### config.mk
export PLATFORM = sky130hd
export DESIGN_NAME = spart_rx
export DESIGN_NICKNAME = d
export VERILOG_FILES = /design/src/rtl/spart_pkg.sv /design/src/rtl/spart_sync.sv /design/src/rtl/spart_rx.sv
export SDC_FILE = /design/constraint.sdc
export NUM_CORES = 1
export LEC_CHECK = 0
export BUFFER_PORTS_ARGS = -buffer_cell sky130_fd_sc_hd__buf_2
export CORE_MARGIN = 1.5
export CORE_UTILIZATION = 60
export CTS_BUF_LIST = sky130_fd_sc_hd__clkbuf_16
export DETAILED_ROUTE_END_ITERATION = 12
export HOLD_SLACK_MARGIN = 0.02
export PLACE_DENSITY = 0.85
export SLEW_MARGIN = 10
export SYNTH_ARGS = -nofsm -noshare
export SYNTH_HDL_FRONTEND = slang
export SYNTH_HIERARCHICAL = 1
export SYNTH_SLANG_ARGS = --single-unit
### constraint.sdc
create_clock -name clk -period 2.8 [get_ports clk]
set_clock_uncertainty 0.05 [all_clocks]
set_input_delay 0.42 -clock clk [delete_from_list [all_inputs] [get_ports clk]]
set_output_delay 0.42 -clock clk [all_outputs]
set_load 0.005 [all_outputs]
### src/rtl/spart_pkg.sv
// Shared types for the spart receiver: rx state encoding and parity-sense constants.
// The PARITY state exists only when SPART_RX_PARITY_EN is defined.
package spart_pkg;

  localparam logic PAR_EVEN = 1'b0;
  localparam logic PAR_ODD  = 1'b1;

  typedef enum logic [2:0] {
    ST_IDLE     = 3'd0,
    ST_START    = 3'd1,
    ST_DATA     = 3'd2,
`ifdef SPART_RX_PARITY_EN
    ST_PARITY   = 3'd3,
`endif
    ST_STOP     = 3'd4,
    ST_BRK_WAIT = 3'd5
  } rx_state_t;

endpackage

### src/rtl/spart_sync.sv
// Two-flop synchroniser for the serial line plus falling-edge detect on the
// synchronised output. All flops reset to the idle-high line level.
module spart_sync
  import spart_pkg::*;
(
  input  logic clk,
  input  logic rst_n,
  input  logic rxd,
  output logic rxd_s,
  output logic fall
);

  logic meta;
  logic prev;

  always_ff @(posedge clk or negedge rst_n) begin
    if (!rst_n) begin
      meta  <= 1'b1;
      rxd_s <= 1'b1;
      prev  <= 1'b1;
    end else begin
      meta  <= rxd;
      rxd_s <= meta;
      prev  <= rxd_s;
    end
  end

  assign fall = prev & ~rxd_s;

endmodule

### src/rtl/spart_rx.sv
// Oversampling serial receiver with status flags and overrun detection.
// Optional parity check enabled by defining SPART_RX_PARITY_EN.
//
//   state     | meaning
//   IDLE      | line idle, waiting for falling edge
//   START     | confirming start bit at its centre
//   DATA      | sampling data bits at bit centres, LSB first
//   PARITY    | sampling parity bit (parity build only)
//   STOP      | sampling stop bit(s), accumulating frame error
//   BRK_WAIT  | errored frame ended with line low; wait for line high
module spart_rx
  import spart_pkg::*;
#(
  parameter int DATA_BITS  = 8,
  parameter int OVERSAMPLE = 16,
  parameter int STOP_BITS  = 1,
  parameter int PARITY_ODD = 0
) (
  input  logic                 clk,
  input  logic                 rst_n,
  input  logic                 rxd,
  input  logic                 baud_tick,
  input  logic                 rd_ack,
  output logic [DATA_BITS-1:0] rx_data,
  output logic                 rda,
  output logic                 frame_err,
  output logic                 parity_err,
  output logic                 overrun,
  output logic                 busy
);

  localparam int TW = $clog2(OVERSAMPLE);
  localparam logic [TW-1:0] TC_HALF = TW'(OVERSAMPLE / 2 - 1);
  localparam logic [TW-1:0] TC_FULL = TW'(OVERSAMPLE - 1);
  localparam logic [3:0]    BC_DATA = 4'(DATA_BITS - 1);
  localparam logic [3:0]    BC_STOP = 4'(STOP_BITS - 1);
`ifdef SPART_RX_PARITY_EN
  localparam logic PAR_SENSE = (PARITY_ODD != 0) ? PAR_ODD : PAR_EVEN;
`endif

  rx_state_t state, state_nxt;
  logic [TW-1:0]        tick_cnt;
  logic [3:0]           bit_cnt;
  logic [DATA_BITS-1:0] shift;
  logic                 ferr_acc;
`ifdef SPART_RX_PARITY_EN
  logic                 perr_acc;
`endif
  logic                 load;
  logic                 rxd_s;
  logic                 fall;
  logic                 samp;

  spart_sync u_sync (
    .clk   (clk),
    .rst_n (rst_n),
    .rxd   (rxd),
    .rxd_s (rxd_s),
    .fall  (fall)
  );

  // START samples half a bit in; every later sample is a full bit apart
  always_comb begin
    samp = baud_tick && (tick_cnt == ((state == ST_START) ? TC_HALF : TC_FULL));
  end

  always_ff @(posedge clk or negedge rst_n) begin
    if (!rst_n) state <= ST_IDLE;
    else        state <= state_nxt;
  end

  always_comb begin
    state_nxt = state;
    case (state)
      ST_IDLE:  if (fall) state_nxt = ST_START;
      ST_START: if (samp) state_nxt = rxd_s ? ST_IDLE : ST_DATA;
      ST_DATA: begin
        if (samp && bit_cnt == BC_DATA) begin
`ifdef SPART_RX_PARITY_EN
          state_nxt = ST_PARITY;
`else
          state_nxt = ST_STOP;
`endif
        end
      end
`ifdef SPART_RX_PARITY_EN
      ST_PARITY: if (samp) state_nxt = ST_STOP;
`endif
      ST_STOP: begin
        if (samp && bit_cnt == BC_STOP) state_nxt = rxd_s ? ST_IDLE : ST_BRK_WAIT;
      end
      ST_BRK_WAIT: if (baud_tick && rxd_s) state_nxt = ST_IDLE;
      default:     state_nxt = ST_IDLE;
    endcase
  end

  always_comb begin
    busy = (state != ST_IDLE);
  end

  always_ff @(posedge clk or negedge rst_n) begin
    if (!rst_n) begin
      tick_cnt <= '0;
      bit_cnt  <= '0;
      shift    <= '0;
      ferr_acc <= 1'b0;
`ifdef SPART_RX_PARITY_EN
      perr_acc <= 1'b0;
`endif
      load     <= 1'b0;
    end else begin
      load <= 1'b0;
      case (state)
        ST_IDLE: begin
          if (fall) begin
            tick_cnt <= '0;
            bit_cnt  <= '0;
            ferr_acc <= 1'b0;
`ifdef SPART_RX_PARITY_EN
            perr_acc <= 1'b0;
`endif
          end
        end
        ST_BRK_WAIT: ;
        default: begin
          if (baud_tick) begin
            if (!samp) begin
              tick_cnt <= tick_cnt + 1'b1;
            end else begin
              tick_cnt <= '0;
              case (state)
                ST_START: bit_cnt <= '0;
                ST_DATA: begin
                  shift   <= {rxd_s, shift[DATA_BITS-1:1]};
                  bit_cnt <= (bit_cnt == BC_DATA) ? 4'd0 : bit_cnt + 1'b1;
                end
`ifdef SPART_RX_PARITY_EN
                ST_PARITY: begin
                  perr_acc <= (^shift) ^ rxd_s ^ PAR_SENSE;
                  bit_cnt  <= '0;
                end
`endif
                ST_STOP: begin
                  ferr_acc <= ferr_acc | ~rxd_s;
                  bit_cnt  <= bit_cnt + 1'b1;
                  if (bit_cnt == BC_STOP) load <= 1'b1;
                end
                default: ;
              endcase
            end
          end
        end
      endcase
    end
  end

  // A load always wins over a coincident rd_ack; overrun only on an unacknowledged overwrite
  always_ff @(posedge clk or negedge rst_n) begin
    if (!rst_n) begin
      rx_data    <= '0;
      rda        <= 1'b0;
      frame_err  <= 1'b0;
      parity_err <= 1'b0;
      overrun    <= 1'b0;
    end else if (load) begin
      rx_data   <= shift;
      frame_err <= ferr_acc;
`ifdef SPART_RX_PARITY_EN
      parity_err <= perr_acc;
`else
      parity_err <= 1'b0;
`endif
      rda <= 1'b1;
      if (rda && !rd_ack) overrun <= 1'b1;
      else if (rd_ack)    overrun <= 1'b0;
    end else if (rda && rd_ack) begin
      rda     <= 1'b0;
      overrun <= 1'b0;
    end
  end

endmodule

==> flow_metrics.py, run 1 <==
metrics = {
    "setup_path": {
        "cp_num_buf_inv": 2,
        "critPathSlowestCell": "dfrtp_1",
        "path_cells": "nor3_1, inv_1, buf_2",
        "cp-end-kind": "output port",
        "cp_top_family": "flip-flops",
        "worstSetupPathType": "reg2out",
        "crit_required_ns": 2.33,
        "slowest_delay_ns": 0.60,
        "critPathMaxFanout": 19,
        "cp-start-kind": "flop",
        "worstPathArrival_ns": 1.62,
    },
    "synthesis": {
        "netlist_area_um2": 1710,
        "synth_largest_area_cell": "dfrtp_1",
        "yosysUniqueCellTypes": 43,
        "syn-num-nets": 161,
        "syn_inst": 153,
        "synthFlopType": "dfrtp_1",
        "ys_seq_elements": 35,
        "synth_area_leaders": "dfrtp_1 47%, mux2_2 13%, dfstp_2 4.6%",
        "synth.avg_cell_area_um2": 11.2,
        "synth.top_cell.area_share": 0.468,
        "ys_seq_area_frac": 0.514,
        "ys_async_sr_fraction": 1.00,
        "synth_edf_count": 0,
        "synth_warnings": 6,
    },
    "floorplan": {
        "ios": 18,
        "fp.dieArea_um2": 3180,
        "core_area_um2": 2730,
        "start_util": 0.626,
        "die_x_um": 56.4,
        "std_cell_rows": 19,
        "die_y_um": 56.4,
    },
    "detailed_routing": {
        "drc": 0,
        "wl_mm": 3.37,
        "first_pass_iters": 5,
        "vias": 1246,
        "wl_per_cell_um": 16.8,
        "via_per_inst": 6.23,
        "wl_met1_mm": 1.39,
        "met2WireLength_mm": 1.77,
        "drt.antenna.violating_nets": 0,
        "drt_iter0_drc": 48,
        "met3_wirelength_um": 148,
        "routed.top_layer": "met4",
    },
    "place": {
        "place.gp.congestion": 0.863,
        "hpwl_mm": 2.29,
        "port_buffers": 16,
        "placed_area_um2": 1780,
        "post-place-cells": 192,
    },
    "clocking": {
        "hold_buffers": 0,
        "cts.clk_slew.worst_paths_ns": 0.06,
        "insertion_delay_ns": 0.27,
        "ctsResizeCount": 0,
        "cts_tree": "done",
        "clock-sinks": 35,
        "h-tree-depth": 2,
        "clockRootBuffer": "clkbuf_16",
        "ctsLongestPathBuffers": 2,
        "numCtsBuffers": 5,
        "cts_setup_buffers": 0,
    },
    "pwr": {
        "p_leak_nw": 0.948,
        "powerDensity_nw_per_um2": 806,
        "p_sw_mw": 0.451,
        "switching_share": 0.286,
        "comb_power_share": 0.182,
        "p_clk_frac": 0.394,
        "ir_worst_vdd_v": 0.000644,
        "p_seq_frac": 0.424,
        "intPower_mw": 1.12,
    },
    "final_layout": {
        "final_common_cell": "dfrtp_1",
        "drive_gt1_frac": 0.290,
        "fin_cells": 200,
        "design_area_um2": 1950,
        "layout.nets": 176,
        "diodes": 0,
        "final_cell_mix": "32 x dfrtp_1, 20 x mux2_2, 16 x buf_2, 9 x nor2_1, 9 x nand2_1",
        "areaGrowthSynthToFinish_pct": 14.0,
    },
    "grt": {
        "grt_pass1_vias": 1294,
        "antenna_found_initial": 0,
        "grt-ovfl-total": 0,
        "gr-usage-all-layers": 0.234,
        "grt_max_degree": 36,
        "grt_first_pass_wirelength_mm": 5.69,
    },
    "sta": {
        "fin_crit_sh": 0.747,
        "rsz0062_at_grt": "no",
        "hold_viol_final": 0,
        "fmax_mhz": 478,
        "slew_viol_final": 0,
        "tightestPinTransition_ns": 0.764,
        "setup_viol": 0,
        "fin_crit_ns": 2.09,
        "tns_ns": 0,
        "slew_headroom": 0.491,
    },
    "run": {
        "maxCapViolCount": 0,
    },
    "worst_hold_path": {
        "min_path_type": "in2async",
    },
    "run_status": {
        "outcome": "completed",
    },
}
==> worst reg2reg max path: stages (launching register included) <==
cell and delay, ns:
dfrtp_1 0.65, mux2_2 0.41, a211o_1 0.35, and2_1 0.21, o211ai_1 0.19
==> through the flow <==
step	hold slack, ns	power, mW	utilization	setup WS, ns
5_1_grt	0.195	1.65	0.714	0.624
2_1_floorplan	0.0744	0.866	-	1.01
6_report	0.165	1.57	0.714	0.708
3_3_place_gp	0.297	0.921	0.652	0.946
4_1_cts	0.182	1.58	0.714	0.727
3_5_place_dp	0.301	0.956	0.652	0.867
==> area by class of cell <==
type | instances | area [um2]
clock inverters | 3 | 43.8
multi-input cells | 103 | 758
flip-flops and latches | 35 | 880
well taps | 31 | 38.8
clock buffers | 5 | 125
fillers | 184 | 782
repair buffers | 16 | 80.1
inverters | 7 | 26.3
==> state kept, by name, indices dropped and copies added, names as in the netlist <==
signal and flops:
load 1, frame_err 1, tick_cnt 4, bit_cnt 4, u_sync/rxd_s 1, overrun 1, u_sync/prev 1, u_sync/meta 1
rda 1, rx_data 8, ferr_acc 1, shift 8, state 3
==> kinds of logic after synthesis <==
family | Yosys count | synth area share
compound gates | 27 | 0.111
xor+xnor | 1 | 0.00512
fa+ha+maj | 3 | 0.0219
buf+inv | 15 | 0.0431
flops | 35 | 0.514
mux | 20 | 0.132
other cells | 1 | 0.00219
simple gates | 51 | 0.171
==> worst paths after layout <==
path / cells past startpoint / startpoint / end / slack (ns)
worst max register to register: 4 / state[2]$_DFFE_PN0P_ / bit_cnt[2]$_DFFE_PN0P_ / 0.85
worst min register to register: 0 / u_sync/meta$_DFF_PN1_ / u_sync/rxd_s$_DFF_PN1_ / 0.31
min in group clk: 1 / rxd / u_sync/meta$_DFF_PN1_ / 0.20
worst min-delay path: 1 / rst_n / state[0]$_DFFE_PN0P_ / 0.17
worst max-delay path: 3 / state[0]$_DFFE_PN0P_ / busy / 0.71
max in group asynchronous: 1 / rst_n / rx_data[7]$_DFFE_PN0P_ / 2.05
==> synthesized netlist by cell type (all sizes together) (2+ instances only) <==
master	n
o211ai	3
dfrtp	32
and2	2
nor2	9
a31oi	3
inv	7
nor3	5
o21ai	7
nand3	5
nand4	4
nor2b	5
a21o	2
nor4bb	2
nand2	9
buf	6
dfstp	3
a21oi	4
ha	3
clkbuf	2
o2bb2ai	2
mux2	20
==> power by group through the flow <==
stage / logic (mW) / registers (mW) / clock network [mW]
floorplan: 0.238 / 0.628 / 0
global placement: 0.261 / 0.660 / 0
detailed placement: 0.286 / 0.670 / 0
CTS: 0.290 / 0.663 / 0.629
global route: 0.328 / 0.674 / 0.651
finish: 0.286 / 0.668 / 0.620
==> metal layers <==
| layer | vias to the layer above | GRT usage |
|---|---|---|
| met4 | 0 | 0.0986 |
| met3 | 8 | 0.0576 |
| met5 | - | 0 |
| met1 | 611 | 0.284 |
| li1 | 581 | - |
| met2 | 46 | 0.398 |
(Power assumes the default switching activity.)
==> inputs of run 2 (changes only) <==
Settings changed: CORE_UTILIZATION 60 to 57, PLACE_DENSITY 0.85 to 0.82.
Clock period 2.8 ns to 2.2 ns, I/O delays scaled along.
==> run 2 against run 1 <==
The run now ends with design-rule violations left. Power increased by 18%. Setup slack worse by 0.56 ns. Core utilization fell by 2.3 points. Global-route usage decreased by 1.4 points. Highest routed layer unchanged. Cell count rose by 1.0%. Worst hold slack got worse by 0.11 ns. First-iteration DRC count grew 60%. Count of clock-buffer cells in the layout did not move. Register-to-register slack worse by 0.55 ns. Sequential power up 26%. Wire length fell by 6.6%.
==> flow_metrics.py, run 2 (synthesized netlist as in run 1, its figures left out) <==
metrics = {
    "grt": {
        "grt_first_pass_wirelength_mm": 5.40,
        "antenna_found_initial": 0,
        "gr-usage-all-layers": 0.220,
        "grt_pass1_vias": 1181,
        "grt-ovfl-total": 0,
        "grt_max_degree": 36,
    },
    "floorplan": {
        "die_y_um": 57.8,
        "die_x_um": 57.8,
        "ios": 18,
        "fp.dieArea_um2": 3340,
        "core_area_um2": 2810,
        "std_cell_rows": 19,
        "start_util": 0.610,
    },
    "run_status": {
        "failed_checks": "design-rule violations",
        "outcome": "complete, but fails checks",
    },
    "place": {
        "place.gp.congestion": 0.816,
        "hpwl_mm": 2.15,
        "port_buffers": 16,
    },
    "detailed_routing": {
        "drt.antenna.violating_nets": 0,
        "drt_iter0_drc": 77,
        "via_per_inst": 6.00,
        "first_pass_iters": 9,
        "wl_per_cell_um": 15.6,
        "vias": 1212,
        "drc": 4,
        "wl_mm": 3.14,
    },
    "setup_path": {
        "worstPathArrival_ns": 1.67,
        "cp-end-kind": "output port",
        "worstSetupPathType": "reg2out",
        "critPathMaxFanout": 19,
        "crit_required_ns": 1.82,
        "cp-start-kind": "flop",
    },
    "final_layout": {
        "reg_top3": "rx_data: 8 flops, shift: 8 flops",
        "drive_gt1_frac": 0.292,
        "final_common_cell": "dfrtp_1",
        "multiInputGateArea_um2": 758,
        "final_cell_mix": "32 x dfrtp_1, 20 x mux2_2, 16 x buf_2, 9 x nor2_1, 9 x nand2_1",
        "fillerInstances": 221,
        "layout.nets": 178,
        "diodes": 0,
        "seqCellArea_um2": 880,
        "areaGrowthSynthToFinish_pct": 13.3,
    },
    "sta": {
        "fin_crit_sh": 0.933,
        "hold_viol_final": 0,
        "rsz0062_at_grt": "no",
        "worst_hold_slack_ns": 0.0578,
        "tns_ns": 0,
        "fmax_mhz": 487,
        "fin_crit_ns": 2.05,
        "setup_viol": 0,
        "slew_viol_final": 0,
        "tightestPinTransition_ns": 0.729,
        "slew_headroom": 0.514,
    },
    "clocking": {
        "h-tree-depth": 2,
        "ctsLongestPathBuffers": 2,
        "cts.clk_slew.worst_paths_ns": 0.05,
        "hold_buffers": 0,
        "ctsResizeCount": 0,
        "clockRootBuffer": "clkbuf_16",
        "cts_setup_buffers": 0,
        "insertion_delay_ns": 0.28,
        "numCtsBuffers": 5,
        "clock-sinks": 35,
        "cts_tree": "done",
    },
    "pwr": {
        "powerDensity_nw_per_um2": 960,
        "total_power_mw": 1.86,
        "p_leak_nw": 0.947,
        "ir_worst_vdd_v": 0.000652,
    },
    "worst_hold_path": {
        "min_path_type": "in2async",
    },
    "run": {
        "maxCapViolCount": 0,
    },
}
-- run 2: critical path, stage by stage, from the launching register on --
cell and delay, ns:
dfrtp_1 0.58, nor3_1 0.53, inv_1 0.13, buf_2 0.16
-- run 2: per-layer routing --
metal	routed length (um)	GRT usage	vias to the layer above
li1	-	-	583
met1	1370	0.282	597
met2	1600	0.341	25
met3	118	0.0670	7
met4	55	0.110	0
met5	0	0	-
-- run 2: metrics by stage --
step / area [um2] / utilization / instances / worst slack [ns]
after floorplan: 1710 / - / 153 / 0.409
after global placement: 1800 / 0.641 / 194 / 0.347
after detailed placement: 1800 / 0.641 / 194 / 0.324
after CTS: 1940 / 0.691 / 202 / 0.164
after global routing: 1940 / 0.691 / 202 / 0.0432
final: 1940 / 0.691 / 202 / 0.147
-- run 2: final cells by class --
class	instances	area share
flip-flops and latches	35	0.454
repair buffers	18	0.0490
clock inverters	3	0.00839
multi-input cells	103	0.391
well taps	31	0.0200
inverters	7	0.0135
clock buffers	5	0.0645
-- run 2: worst paths after layout --
kind / from / endpoint / slack (ns) / depth (start not counted)
max: state[0]$_DFFE_PN0P_ / busy / 0.15 / 3
min: rst_n / rx_data[0]$_DFFE_PN0P_ / 0.06 / 1
max reg2reg: u_sync/prev$_DFF_PN1_ / tick_cnt[1]$_DFFE_PN0P_ / 0.30 / 5
min reg2reg: u_sync/meta$_DFF_PN1_ / u_sync/rxd_s$_DFF_PN1_ / 0.31 / 0
max in group asynchronous: rst_n / bit_cnt[0]$_DFFE_PN0P_ / 1.57 / 1
min in group clk: rxd / u_sync/meta$_DFF_PN1_ / 0.10 / 1
-- run 2: power by group --
group	internal, mW	switching (mW)	total (mW)
sequential	0.733	0.107	0.839
combinational	0.164	0.189	0.353
clock	0.412	0.258	0.670
total	1.31	0.553	1.86
==> inputs of run 3 (changes only) <==
Settings changed: CORE_ASPECT_RATIO set to 0.75.
==> run 3 against run 2 <==
Fmax grew 1.6%. The flow now finishes without violations. Highest routed layer unchanged. Die area is essentially flat. First-iteration DRC count grew 91%.
==> flow_metrics.py, run 3 (synthesized netlist as in run 1, its figures left out) <==
metrics = {
    "place": {
        "hpwl_mm": 2.40,
        "placed_area_um2": 1800,
        "port_buffers": 16,
        "place.gp.congestion": 0.849,
    },
    "clocking": {
        "cts_tree": "done",
        "numCtsBuffers": 5,
        "h-tree-depth": 2,
        "clock-sinks": 35,
        "ctsResizeCount": 0,
        "hold_buffers": 0,
        "insertion_delay_ns": 0.28,
        "ctsLongestPathBuffers": 2,
        "cts.clk_slew.worst_paths_ns": 0.05,
        "cts_setup_buffers": 0,
        "clockRootBuffer": "clkbuf_16",
    },
    "detailed_routing": {
        "first_pass_iters": 4,
        "drt.antenna.violating_nets": 0,
        "vias": 1277,
        "met3_wirelength_um": 196,
        "via_per_inst": 6.17,
        "routed.top_layer": "met4",
        "drc": 0,
        "drt_iter0_drc": 147,
        "wl_per_cell_um": 17.4,
        "wl_mm": 3.61,
        "met2WireLength_mm": 1.78,
        "wl_met1_mm": 1.59,
    },
    "floorplan": {
        "fp.dieArea_um2": 3340,
        "ios": 18,
        "std_cell_rows": 16,
        "die_x_um": 66.3,
        "die_y_um": 50.5,
        "core_area_um2": 2720,
        "start_util": 0.629,
    },
    "final_layout": {
        "final_common_cell": "dfrtp_1",
        "final_util": 0.713,
        "drive_gt1_frac": 0.281,
        "final_cell_mix": "32 x dfrtp_1, 20 x mux2_2, 16 x buf_2, 9 x nor2_1, 9 x nand2_1",
        "fillerInstances": 196,
        "layout.nets": 178,
        "diodes": 0,
        "areaGrowthSynthToFinish_pct": 13.4,
        "reg_top3": "rx_data: 8 flops, shift: 8 flops",
        "design_area_um2": 1940,
    },
    "setup_path": {
        "cp-end-kind": "output port",
        "critPathSlowestCell": "dfrtp_1",
        "worstSetupPathType": "reg2out",
        "worstPathArrival_ns": 1.64,
        "crit_required_ns": 1.82,
        "slowest_delay_ns": 0.47,
        "cp-start-kind": "flop",
        "critPathMaxFanout": 11,
        "path_cells": "buf_4, nor3_1, inv_1, buf_2",
    },
    "sta": {
        "setup_viol": 0,
        "slew_viol_final": 0,
        "tightestPinTransition_ns": 0.749,
        "worst_hold_slack_ns": 0.0721,
        "tns_ns": 0,
        "slew_headroom": 0.500,
        "fmax_mhz": 495,
        "rsz0062_at_grt": "no",
        "hold_viol_final": 0,
        "fin_crit_ns": 2.02,
        "fin_crit_sh": 0.919,
    },
    "grt": {
        "grt-ovfl-total": 0,
        "grt_pass1_vias": 1231,
        "grt_max_degree": 36,
        "antenna_found_initial": 0,
        "gr-usage-all-layers": 0.249,
        "grt_first_pass_wirelength_mm": 6.00,
    },
    "pwr": {
        "powerDensity_nw_per_um2": 959,
        "ir_worst_vdd_v": 0.000591,
        "total_power_mw": 1.86,
        "p_leak_nw": 0.946,
    },
    "run_status": {
        "outcome": "completed",
    },
    "worst_hold_path": {
        "min_path_type": "in2async",
    },
    "run": {
        "maxCapViolCount": 0,
    },
}
[run 3: critical path: cells and delay by family, from the launching register on]
family | cells | cell delay, ns
buffers and inverters | 3 | 0.47
and+or+nand+nor | 1 | 0.43
DFF | 1 | 0.47
[run 3: metal layers]
metal  track usage  vias up
li1              -      588
met3        0.0673        6
met5             0        -
met4        0.0816        0
met2         0.392       47
met1         0.336      636
[run 3: cell type report]
type / count / area [um2] / share of cell area
clock buffers: 5 / 125 / 0.0645
clock inverters: 3 / 11.3 / 0.00580
inverters: 7 / 26.3 / 0.0135
multi-input cells: 103 / 758 / 0.391
flip-flops and latches: 35 / 880 / 0.453
well taps: 36 / 45.0 / 0.0232
repair buffers: 18 / 95.1 / 0.0490
[run 3: worst paths after layout]
path	startpoint	to	slack, ns	cells after the start
hold / removal	rst_n	bit_cnt[3]$_DFFE_PN0P_	0.07	1
max in group asynchronous	rst_n	rx_data[3]$_DFFE_PN0P_	1.55	1
hold reg to reg	u_sync/meta$_DFF_PN1_	u_sync/rxd_s$_DFF_PN1_	0.31	0
setup reg to reg	u_sync/rxd_s$_DFF_PN1_	bit_cnt[2]$_DFFE_PN0P_	0.27	5
setup / recovery	state[1]$_DFFE_PN0P_	busy	0.18	4
min in group clk	rxd	u_sync/meta$_DFF_PN1_	0.10	1
[run 3: stage by stage]
stage,setup slack (ns),instances
after floorplan,0.409,153
after global placement,0.342,199
after detailed placement,0.307,199
after CTS,0.183,207
after global routing,0.0675,207
final,0.179,207
[run 3: power by group]
part           leakage (nW)  total [mW]  switching [mW]  internal [mW]
registers             0.457       0.844           0.111          0.733
logic                 0.419       0.368           0.202          0.166
clock network        0.0701       0.648           0.242          0.406
total                 0.946        1.86           0.555           1.31
